==> src/rtl/stopwatch_pkg.sv <==
// Shared types and constants for the stopwatch control block: FSM state encoding,
// digit width, per-digit moduli and the BCD next-value helper.
package stopwatch_pkg;

    typedef enum logic [1:0] {
        ST_IDLE  = 2'd0,
        ST_RUN   = 2'd1,
        ST_PAUSE = 2'd2,
        ST_LAP   = 2'd3
    } state_t;

    localparam int DIGIT_W    = 4;
    localparam int NUM_DIGITS = 6;

    localparam int CS_U_MOD  = 10;
    localparam int CS_T_MOD  = 10;
    localparam int SEC_U_MOD = 10;
    localparam int SEC_T_MOD = 6;
    localparam int MIN_U_MOD = 10;
    localparam int MIN_T_MOD = 10;

    // Digit index 0 is hundredths units, index 5 is tens of minutes.
    function automatic int digit_mod(input int idx);
        case (idx)
            0:       return CS_U_MOD;
            1:       return CS_T_MOD;
            2:       return SEC_U_MOD;
            3:       return SEC_T_MOD;
            4:       return MIN_U_MOD;
            default: return MIN_T_MOD;
        endcase
    endfunction

    function automatic logic [DIGIT_W-1:0] bcd_next(
        input logic [DIGIT_W-1:0] q,
        input logic               inc,
        input logic               clear,
        input int                 md
    );
        if (clear)
            return '0;
        if (!inc)
            return q;
        if (q == DIGIT_W'(md - 1))
            return '0;
        return q + 1'b1;
    endfunction

endpackage

==> src/rtl/stopwatch_bcd_digit.sv <==
// One BCD counter digit with modulus MOD; clear has priority over increment and
// carry flags the increment that rolls the digit back to zero.
module stopwatch_bcd_digit
    import stopwatch_pkg::*;
#(
    parameter int MOD = 10
) (
    input  logic               clk,
    input  logic               reset,
    input  logic               clear,
    input  logic               inc,
    output logic [DIGIT_W-1:0] q,
    output logic               carry
);

    logic [DIGIT_W-1:0] q_reg;

    always_ff @(posedge clk or posedge reset) begin
        if (reset)
            q_reg <= '0;
        else
            q_reg <= bcd_next(q_reg, inc, clear, MOD);
    end

    assign q     = q_reg;
    assign carry = inc && (q_reg == DIGIT_W'(MOD - 1));

endmodule

==> src/rtl/stopwatch_control.sv <==
// Stopwatch control: four-state FSM, six-digit BCD MM:SS.cc count advanced by the
// 100 Hz tick, lap latch and display mux that freezes the shown value in LAP.
module stopwatch_control
    import stopwatch_pkg::*;
#(
    parameter int MIN_MAX = 59
) (
    input  logic               clk,
    input  logic               reset,
    input  logic               tick_en,
    input  logic               start_stop,
    input  logic               lap_reset,
    output logic [DIGIT_W-1:0] min_t,
    output logic [DIGIT_W-1:0] min_u,
    output logic [DIGIT_W-1:0] sec_t,
    output logic [DIGIT_W-1:0] sec_u,
    output logic [DIGIT_W-1:0] cs_t,
    output logic [DIGIT_W-1:0] cs_u,
    output logic               running,
    output logic               lap_hold,
    output logic               wrap
);

    localparam logic [DIGIT_W-1:0] MIN_MAX_T = DIGIT_W'(MIN_MAX / 10);
    localparam logic [DIGIT_W-1:0] MIN_MAX_U = DIGIT_W'(MIN_MAX % 10);

    state_t state_reg, state_next;
    logic   count_clear, lap_load, count_en, min_wrap, wrap_reg;

    logic [NUM_DIGITS-1:0][DIGIT_W-1:0] live_q;
    logic [NUM_DIGITS-1:0][DIGIT_W-1:0] disp_q;
    logic [NUM_DIGITS-1:0]              digit_inc;
    logic [NUM_DIGITS-1:0]              digit_clear;
    logic [NUM_DIGITS-1:0]              digit_carry;

    always_ff @(posedge clk or posedge reset) begin
        if (reset)
            state_reg <= ST_IDLE;
        else
            state_reg <= state_next;
    end

    // start_stop is checked first in every state, so it wins a same-cycle collision.
    always_comb begin
        state_next  = state_reg;
        count_clear = 1'b0;
        lap_load    = 1'b0;
        case (state_reg)
            ST_IDLE: begin
                if (start_stop)
                    state_next = ST_RUN;
                else if (lap_reset)
                    count_clear = 1'b1;
            end
            ST_RUN: begin
                if (start_stop)
                    state_next = ST_PAUSE;
                else if (lap_reset) begin
                    state_next = ST_LAP;
                    lap_load   = 1'b1;
                end
            end
            ST_LAP: begin
                if (start_stop)
                    state_next = ST_PAUSE;
                else if (lap_reset)
                    state_next = ST_RUN;
            end
            ST_PAUSE: begin
                if (start_stop)
                    state_next = ST_RUN;
                else if (lap_reset) begin
                    state_next  = ST_IDLE;
                    count_clear = 1'b1;
                end
            end
            default: state_next = ST_IDLE;
        endcase
    end

    assign running  = (state_reg == ST_RUN) || (state_reg == ST_LAP);
    assign lap_hold = (state_reg == ST_LAP);
    assign count_en = tick_en && running;

    // Seconds roll over while minutes sit at MIN_MAX; a 99 rollover of the pair also wraps.
    assign min_wrap = (digit_carry[3] && (live_q[4] == MIN_MAX_U) && (live_q[5] == MIN_MAX_T))
                      || digit_carry[5];

    always_ff @(posedge clk or posedge reset) begin
        if (reset)
            wrap_reg <= 1'b0;
        else
            wrap_reg <= min_wrap;
    end

    assign wrap = wrap_reg;

    genvar gi;
    generate
        for (gi = 0; gi < NUM_DIGITS; gi++) begin : g_digit
            logic [DIGIT_W-1:0] lap_reg;

            if (gi == 0) begin : g_inc_tick
                assign digit_inc[gi] = count_en;
            end else begin : g_inc_carry
                assign digit_inc[gi] = digit_carry[gi-1];
            end

            if (gi < 4) begin : g_clr_sec
                assign digit_clear[gi] = count_clear;
            end else begin : g_clr_min
                assign digit_clear[gi] = count_clear || min_wrap;
            end

            stopwatch_bcd_digit #(
                .MOD (digit_mod(gi))
            ) u_digit (
                .clk   (clk),
                .reset (reset),
                .clear (digit_clear[gi]),
                .inc   (digit_inc[gi]),
                .q     (live_q[gi]),
                .carry (digit_carry[gi])
            );

            // Capture the value the live digit takes at this same edge, tick included.
            always_ff @(posedge clk or posedge reset) begin
                if (reset)
                    lap_reg <= '0;
                else if (lap_load)
                    lap_reg <= bcd_next(live_q[gi], digit_inc[gi], digit_clear[gi], digit_mod(gi));
            end

            assign disp_q[gi] = lap_hold ? lap_reg : live_q[gi];
        end
    endgenerate

    assign cs_u  = disp_q[0];
    assign cs_t  = disp_q[1];
    assign sec_u = disp_q[2];
    assign sec_t = disp_q[3];
    assign min_u = disp_q[4];
    assign min_t = disp_q[5];

endmodule

==> config.mk <==
export PLATFORM = sky130hd
export DESIGN_NAME = stopwatch_control
export DESIGN_NICKNAME = d
export VERILOG_FILES = /design/src/rtl/stopwatch_pkg.sv /design/src/rtl/stopwatch_bcd_digit.sv /design/src/rtl/stopwatch_control.sv
export SDC_FILE = /design/constraint.sdc
export NUM_CORES = 1
export LEC_CHECK = 0
export CAP_MARGIN = 5
export CORE_MARGIN = 8
export CORE_UTILIZATION = 50
export CTS_CLUSTER_DIAMETER = 100
export CTS_CLUSTER_SIZE = 12
export DETAILED_ROUTE_END_ITERATION = 10
export GPL_TIMING_DRIVEN = 0
export PLACE_DENSITY = 0.74
export SKIP_CTS_REPAIR_TIMING = 1
export SYNTH_ARGS = -nofsm -noshare
export SYNTH_HDL_FRONTEND = slang
export SYNTH_SLANG_ARGS = --single-unit
==> constraint.sdc <==
create_clock -name clk -period 2.91 [get_ports clk]
set_clock_uncertainty 0.2 [all_clocks]
set_input_delay 0.873 -clock clk [delete_from_list [all_inputs] [get_ports clk]]
set_output_delay 0.873 -clock clk [all_outputs]
set_load 0.02 [all_outputs]
==> summary.txt, run 1 <==
Final Non-Filler Cells = 382
Drt drc = 0
Std cell rows = 26
Worst setup path start = state_reg[0]
Top-level I/O count = 32
Slew Limit Fails = 0
Slowest cell on the critical path = dfrtp_1
Synth area leaders = dfrtp_1 48%, mux2_2 8.1%, nand2_1 5.1%
Diodes inserted = 0
Final antenna-violating net count = 0
Worst-path fanout max = 10
NumNets Final = 316
CP Launch Type = flip-flop
Synth Area per Inst = 9.697 µm²
Count of cell types in the netlist = 42
Initial antenna violation count = 0
Minimum clock period = 2.831 ns
Synth warn = 0
Clk pin slew, worst setup/hold paths = 0.09 ns
WL final = 6001 µm
Die ar. = 0.007855 mm²
Max cap viols = 0
Cell Pwr Density = 645.6 mW/mm²
Chip Width = 88.63 µm
Fin util = 0.6308
#FFs+latches synth = 51
CTS H-tree depth = 2
R2r startpoint = state_reg[0]
Leakage power total = 1.763 nW
Share of cells above drive strength 1 = 0.1635
EDFF count, synth = 0
Endpoints failing hold = 0
Critical path, cell by cell = buf_4 > nand2_8 > inv_1 > clkbuf_2 > o21ai_0 > dlymetal6s2s_1
CTS tree = yes
DP HPWL = 4184 µm
Min-delay worst type = flip-flop to flip-flop
Status = finished, final reports clean
Area growth, synth to finish = 22.15%
Vias in the first global route = 1977
GRT Total Usage = 0.1617
Count leader, synth = dfrtp_1
Syn_nets = 277
DR WL/cell = 15.71 µm
Setup CP Type = flip-flop to output port
Crit. End Element = output port
TritonCTS buffer count = 5
Vias per cell = 5.319
Post-Synthesis Cell Area = 0.002638 mm²
Period utilisation layout = 0.9730
1st-iter DRT viols = 100
Worst slew margin = 0.6187
PortBufs = 31
Die Y = 88.63 µm
Clk sink count = 51
Hold_sp = g_digit[5].lap_reg[0]
Commonest register cell after synthesis = dfrtp_1
First-pass GRT wire length = 9729 µm
Starting density of the core = 0.5164
Async SR Flop Fraction = 1.000
F_max = 353.2 MHz
# setup viols final = 0
Seq/Total Area, Yosys = 0.4839
Cell taking the most area after synthesis = dfrtp_1
Hold path depth = 2
Placer Congestion = 0.7895
Measured slew at the worst slew-check pin = 0.5711 ns
Post-synth top cells = 51 x dfrtp_1, 36 x nand2_1, 34 x nor2_1
Peak VDD IR = 412.9 µV
Root Buffer = clkbuf_8
Via count = 2032
Worst EP arrival = 1.76 ns
Clk_lat worst skew = 0.31 ns
Largest net degree at the start of global routing = 27
First-pass DRT Iterations = 4
GR Overflow Total = 0
Critical Path RT = 1.84 ns
Placed cells = 374
CORE AREA = 0.005107 mm²
Reg2Reg Depth = 5
Slowest cell delay on critical path = 0.37 ns
Clock tree buffer depth = 2
Synth top area share = 0.4839
Syn Inst Count = 272
[where the power goes]
| part | internal (mW) | total, mW | switching, mW |
|---|---|---|---|
| clock network | 0.218 | 0.453 | 0.236 |
| registers | 0.820 | 0.903 | 0.0832 |
| logic | 0.312 | 0.723 | 0.411 |
| total | 1.35 | 2.08 | 0.730 |
[logic make-up after synthesis]
family,Yosys count,synth area share
buffers and inverters,22,0.03463
AOI/OAI and AO/OA,53,0.1210
and+or+nand+nor,111,0.2249
DFF,51,0.4839
xor gates and xnor gates,13,0.04317
muxes,22,0.09251
[worst max-delay path, delay by kind of cell (launching register included)]
family                 cells  cell delay (ns)
AO/OA/AOI/OAI              1             0.20
AND/OR/NAND/NOR            1             0.14
flip-flops                 1             0.37
buffers and inverters      4             0.74
[area by class of cell]
cell class | instances | area, µm²
timing repair buffer | 32 | 370.4
tap | 70 | 87.58
multi-input combinational | 199 | 1286
sequential | 51 | 1277
fill | 459 | 1886
buffer | 13 | 66.31
clock buffer | 8 | 100.1
inverter | 9 | 33.78
[metal layers]
| metal | track usage | vias to the layer above | share of wire | wire length, µm |
|---|---|---|---|---|
| met3 | 0.03528 | 4 | 0.034 | 203 |
| met4 | 0.04608 | 0 | 0.011 | 67 |
| met2 | 0.2642 | 35 | 0.46 | 2765 |
| met5 | 0 | - | 0 | 0 |
| met1 | 0.2082 | 980 | 0.49 | 2965 |
| li1 | - | 1013 | - | - |
[final timing paths]
check                      slack, ns                 endpoint
max                             0.08                 min_t[2]
min                             0.28    g_digit[5].lap_reg[0]
max reg2reg                     0.73  g_digit[3].u_digit.q[0]
min reg2reg                     0.28    g_digit[5].lap_reg[0]
max in group asynchronous       1.24    g_digit[4].lap_reg[2]
min in group asynchronous       0.73  g_digit[2].u_digit.q[0]
[stage by stage]
stage          hold slack (ns)  setup slack, ns  area (µm²)  power [mW]   TNS, ns
6_report                0.2817          0.07871        3222       2.080         0
5_1_grt                 0.2991         -0.02086        3222       2.196  -0.02086
4_1_cts                 0.2866          -0.8645        3156       2.067    -16.54
3_5_place_dp            0.2662          -0.5235        3055       1.623    -12.35
3_3_place_gp            0.2575          -0.4876        3035       1.608    -30.03
2_1_floorplan           0.2446           0.1874        2638       1.351         0
[cell usage in the layout (no fill, tap or decap), types with 2 or more instances in the layout]
master	count
nor3b_1	5
mux2_2	19
nor2b_1	6
dfrtp_1	50
clkbuf_2	5
nor2_1	34
inv_1	8
nand3_1	3
nand2b_1	5
nor3_1	5
clkbuf_1	9
buf_4	2
and2b_2	2
mux2i_1	3
xnor2_1	8
a22oi_1	2
o31ai_1	8
xor2_1	5
a21oi_1	13
o21ai_0	20
clkbuf_8	7
and4bb_4	2
dlymetal6s2s_1	22
clkdlybuf4s50_1	6
o21ai_1	3
nand2_1	35
Note: power is estimated with default switching activity, not from simulation.
==> inputs of run 2 (changes only) <==
--- a/config.mk
+++ b/config.mk
@@ -13,6 +13,7 @@
 export DETAILED_ROUTE_END_ITERATION = 10
 export GPL_TIMING_DRIVEN = 0
 export PLACE_DENSITY = 0.74
+export SETUP_SLACK_MARGIN = 0.3
 export SKIP_CTS_REPAIR_TIMING = 1
 export SYNTH_ARGS = -nofsm -noshare
 export SYNTH_HDL_FRONTEND = slang
==> summary.txt, run 2 (synthesis results as in run 1) <==
Measured slew at the worst slew-check pin = 0.5720 ns (was 0.5711 ns)
Slowest cell delay on critical path = 0.38 ns (was 0.37 ns)
Min-delay worst type = flip-flop to flip-flop (unchanged)
Cell Pwr Density = 674.1 mW/mm² (was 645.6 mW/mm²)
Chip Width = 88.63 µm (unchanged)
Peak VDD IR = 556.9 µV (was 412.9 µV)
Overall power = 2.183 mW (was 2.080 mW)
Diodes inserted = 0 (unchanged)
Clk pin slew, worst setup/hold paths = 0.09 ns (about the same)
Initial antenna violation count = 0 (unchanged)
TritonCTS buffer count = 5 (unchanged)
Std cell rows = 26 (unchanged)
Placed cells = 374 (unchanged)
Minimum clock period = 2.679 ns (was 2.831 ns)
DP HPWL = 4184 µm (unchanged)
Critical path, cell by cell = buf_6 > nand2_8 > clkbuf_16 > mux2_2 > buf_4 (was buf_4 > nand2_8 > inv_1 > clkbuf_2 > o21ai_0 > dlymetal6s2s_1)
F_max = 373.3 MHz (was 353.2 MHz)
Vias per cell = 5.357 (was 5.319)
Fillers = 459 (unchanged)
Share of cells above drive strength 1 = 0.2790 (was 0.1635)
Setup repair after global routing missed its margin = yes
Die ar. = 0.007855 mm² (unchanged)
CP top delay family = buffers and inverters (unchanged)
Starting density of the core = 0.5164 (unchanged)
Status = finished, final reports clean (unchanged)
CP Launch Type = flip-flop (unchanged)
Slew Limit Fails = 0 (unchanged)
Commonest non-fill, non-tap cell in the layout = dfrtp_1 (unchanged)
CTS tree = yes (unchanged)
DR WL/cell = 15.70 µm (was 15.71 µm)
Via count = 2084 (was 2032)
Worst EP arrival = 1.61 ns (was 1.76 ns)
Worst path bufs/invs = 3 (was 4)
Most frequent cells in the layout = 50 x dfrtp_1, 35 x nand2_1, 34 x nor2_1 (unchanged)
Crit. End Element = output port (unchanged)
WL final = 6108 µm (was 6001 µm)
1st-iter DRT viols = 116 (was 100)
Top-level I/O count = 32 (unchanged)
Fin Setup TNS = 0 ns (unchanged)
Vias in the first global route = 1977 (unchanged)
NumNets Final = 323 (was 316)
Area growth, synth to finish = 22.77% (was 22.15%)
Final hold slack = 0.2810 ns (was 0.2817 ns)
Worst slew margin = 0.6181 (was 0.6187)
Setup CP Type = flip-flop to output port (unchanged)
First-pass DRT Iterations = 4 (unchanged)
Largest net degree at the start of global routing = 27 (unchanged)
Endpoints failing hold = 0 (unchanged)
Placer Congestion = 0.7895 (unchanged)
DP Area = 0.003055 mm² (unchanged)
Root Buffer = clkbuf_8 (unchanged)
Period utilisation layout = 0.9205 (was 0.9730)
PortBufs = 31 (unchanged)
CTS H-tree depth = 2 (unchanged)
Clk sink count = 51 (unchanged)
Final antenna-violating net count = 0 (unchanged)
Worst-path fanout max = 10 (unchanged)
Die Y = 88.63 µm (unchanged)
Final Non-Filler Cells = 389 (was 382)
Slowest cell on the critical path = dfrtp_1 (unchanged)
Clk_lat worst skew = 0.30 ns (was 0.31 ns)
# setup viols final = 0 (unchanged)
Leakage power total = 1.505 nW (was 1.763 nW)
GRT Total Usage = 0.1617 (unchanged)
Fin area = 0.003238 mm² (was 0.003222 mm²)
CORE AREA = 0.005107 mm² (unchanged)
Drt drc = 0 (unchanged)
Critical Path RT = 1.84 ns (about the same)
Max cap viols = 0 (unchanged)
Clock tree buffer depth = 2 (unchanged)
First-pass GRT wire length = 9729 µm (unchanged)
GR Overflow Total = 0 (unchanged)
run 2: cell count changes in the layout (fill, tap and decap cells not counted), moves of 2 or more:
| cell | delta |
|---|---|
| buf_6 | +5 |
| buf_4 | +9 |
| o21ai_1 | -2 |
| dlymetal6s2s_1 | -21 |
| clkbuf_1 | -5 |
| o21ai_4 | +2 |
| buf_2 | +10 |
| clkbuf_2 | +6 |
run 2: per-stage QoR:
step,setup WS [ns],utilization
after floorplan,0.1874,-
after global placement,-0.4876,0.5943
after detailed placement,-0.5235,0.5982
after CTS,-0.8645,0.6178
after global routing,0.1843,0.6340
final,0.2315,0.6340
run 2: area by class of cell:
| type | instances | area, µm² | share of cell area |
|---|---|---|---|
| Multi-Input combinational cell | 199 | 1320 | 0.4077 |
| Inverter | 9 | 33.78 | 0.01043 |
| Sequential cell | 51 | 1277 | 0.3945 |
| Clock buffer | 8 | 100.1 | 0.03091 |
| Buffer | 13 | 98.84 | 0.03053 |
| Timing Repair Buffer | 39 | 320.3 | 0.09892 |
| Tap cell | 70 | 87.58 | 0.02705 |
run 2: power by group:
part	leakage, nW	internal (mW)	total (mW)	switching, mW
clock network	0.0515	0.218	0.450	0.233
registers	0.690	0.820	0.904	0.0839
logic	0.763	0.384	0.828	0.444
total	1.50	1.42	2.18	0.760
run 2: worst register-to-register path: stages (launching register included):
cell,delay (ns)
dfrtp_1,0.46
and4bb_4,0.38
nand4_2,0.26
a2111o_1,0.38
a22oi_2,0.18
a21oi_1,0.09
run 2: path summary, 6_finish.rpt:
kind / startpoint / end / slack, ns / depth (start not counted)
min: g_digit[1].lap_reg[3] / g_digit[1].lap_reg[3] / 0.28 / 2
min in group asynchronous: reset / g_digit[2].u_digit.q[0] / 0.73 / 2
max: state_reg[0] / sec_t[2] / 0.23 / 5
max in group asynchronous: reset / wrap / 1.24 / 3
max reg2reg: g_digit[1].u_digit.q[1] / g_digit[5].lap_reg[3] / 0.82 / 5
min reg2reg: g_digit[1].lap_reg[3] / g_digit[1].lap_reg[3] / 0.28 / 2
run 2: per-layer routing:
layer  global-route usage  part of all wire  wire, µm
met1               0.2082              0.48      2938
met2               0.2642              0.47      2875
met3              0.03528             0.038       231
met4              0.04608             0.010        63
met5                    0                 0         0
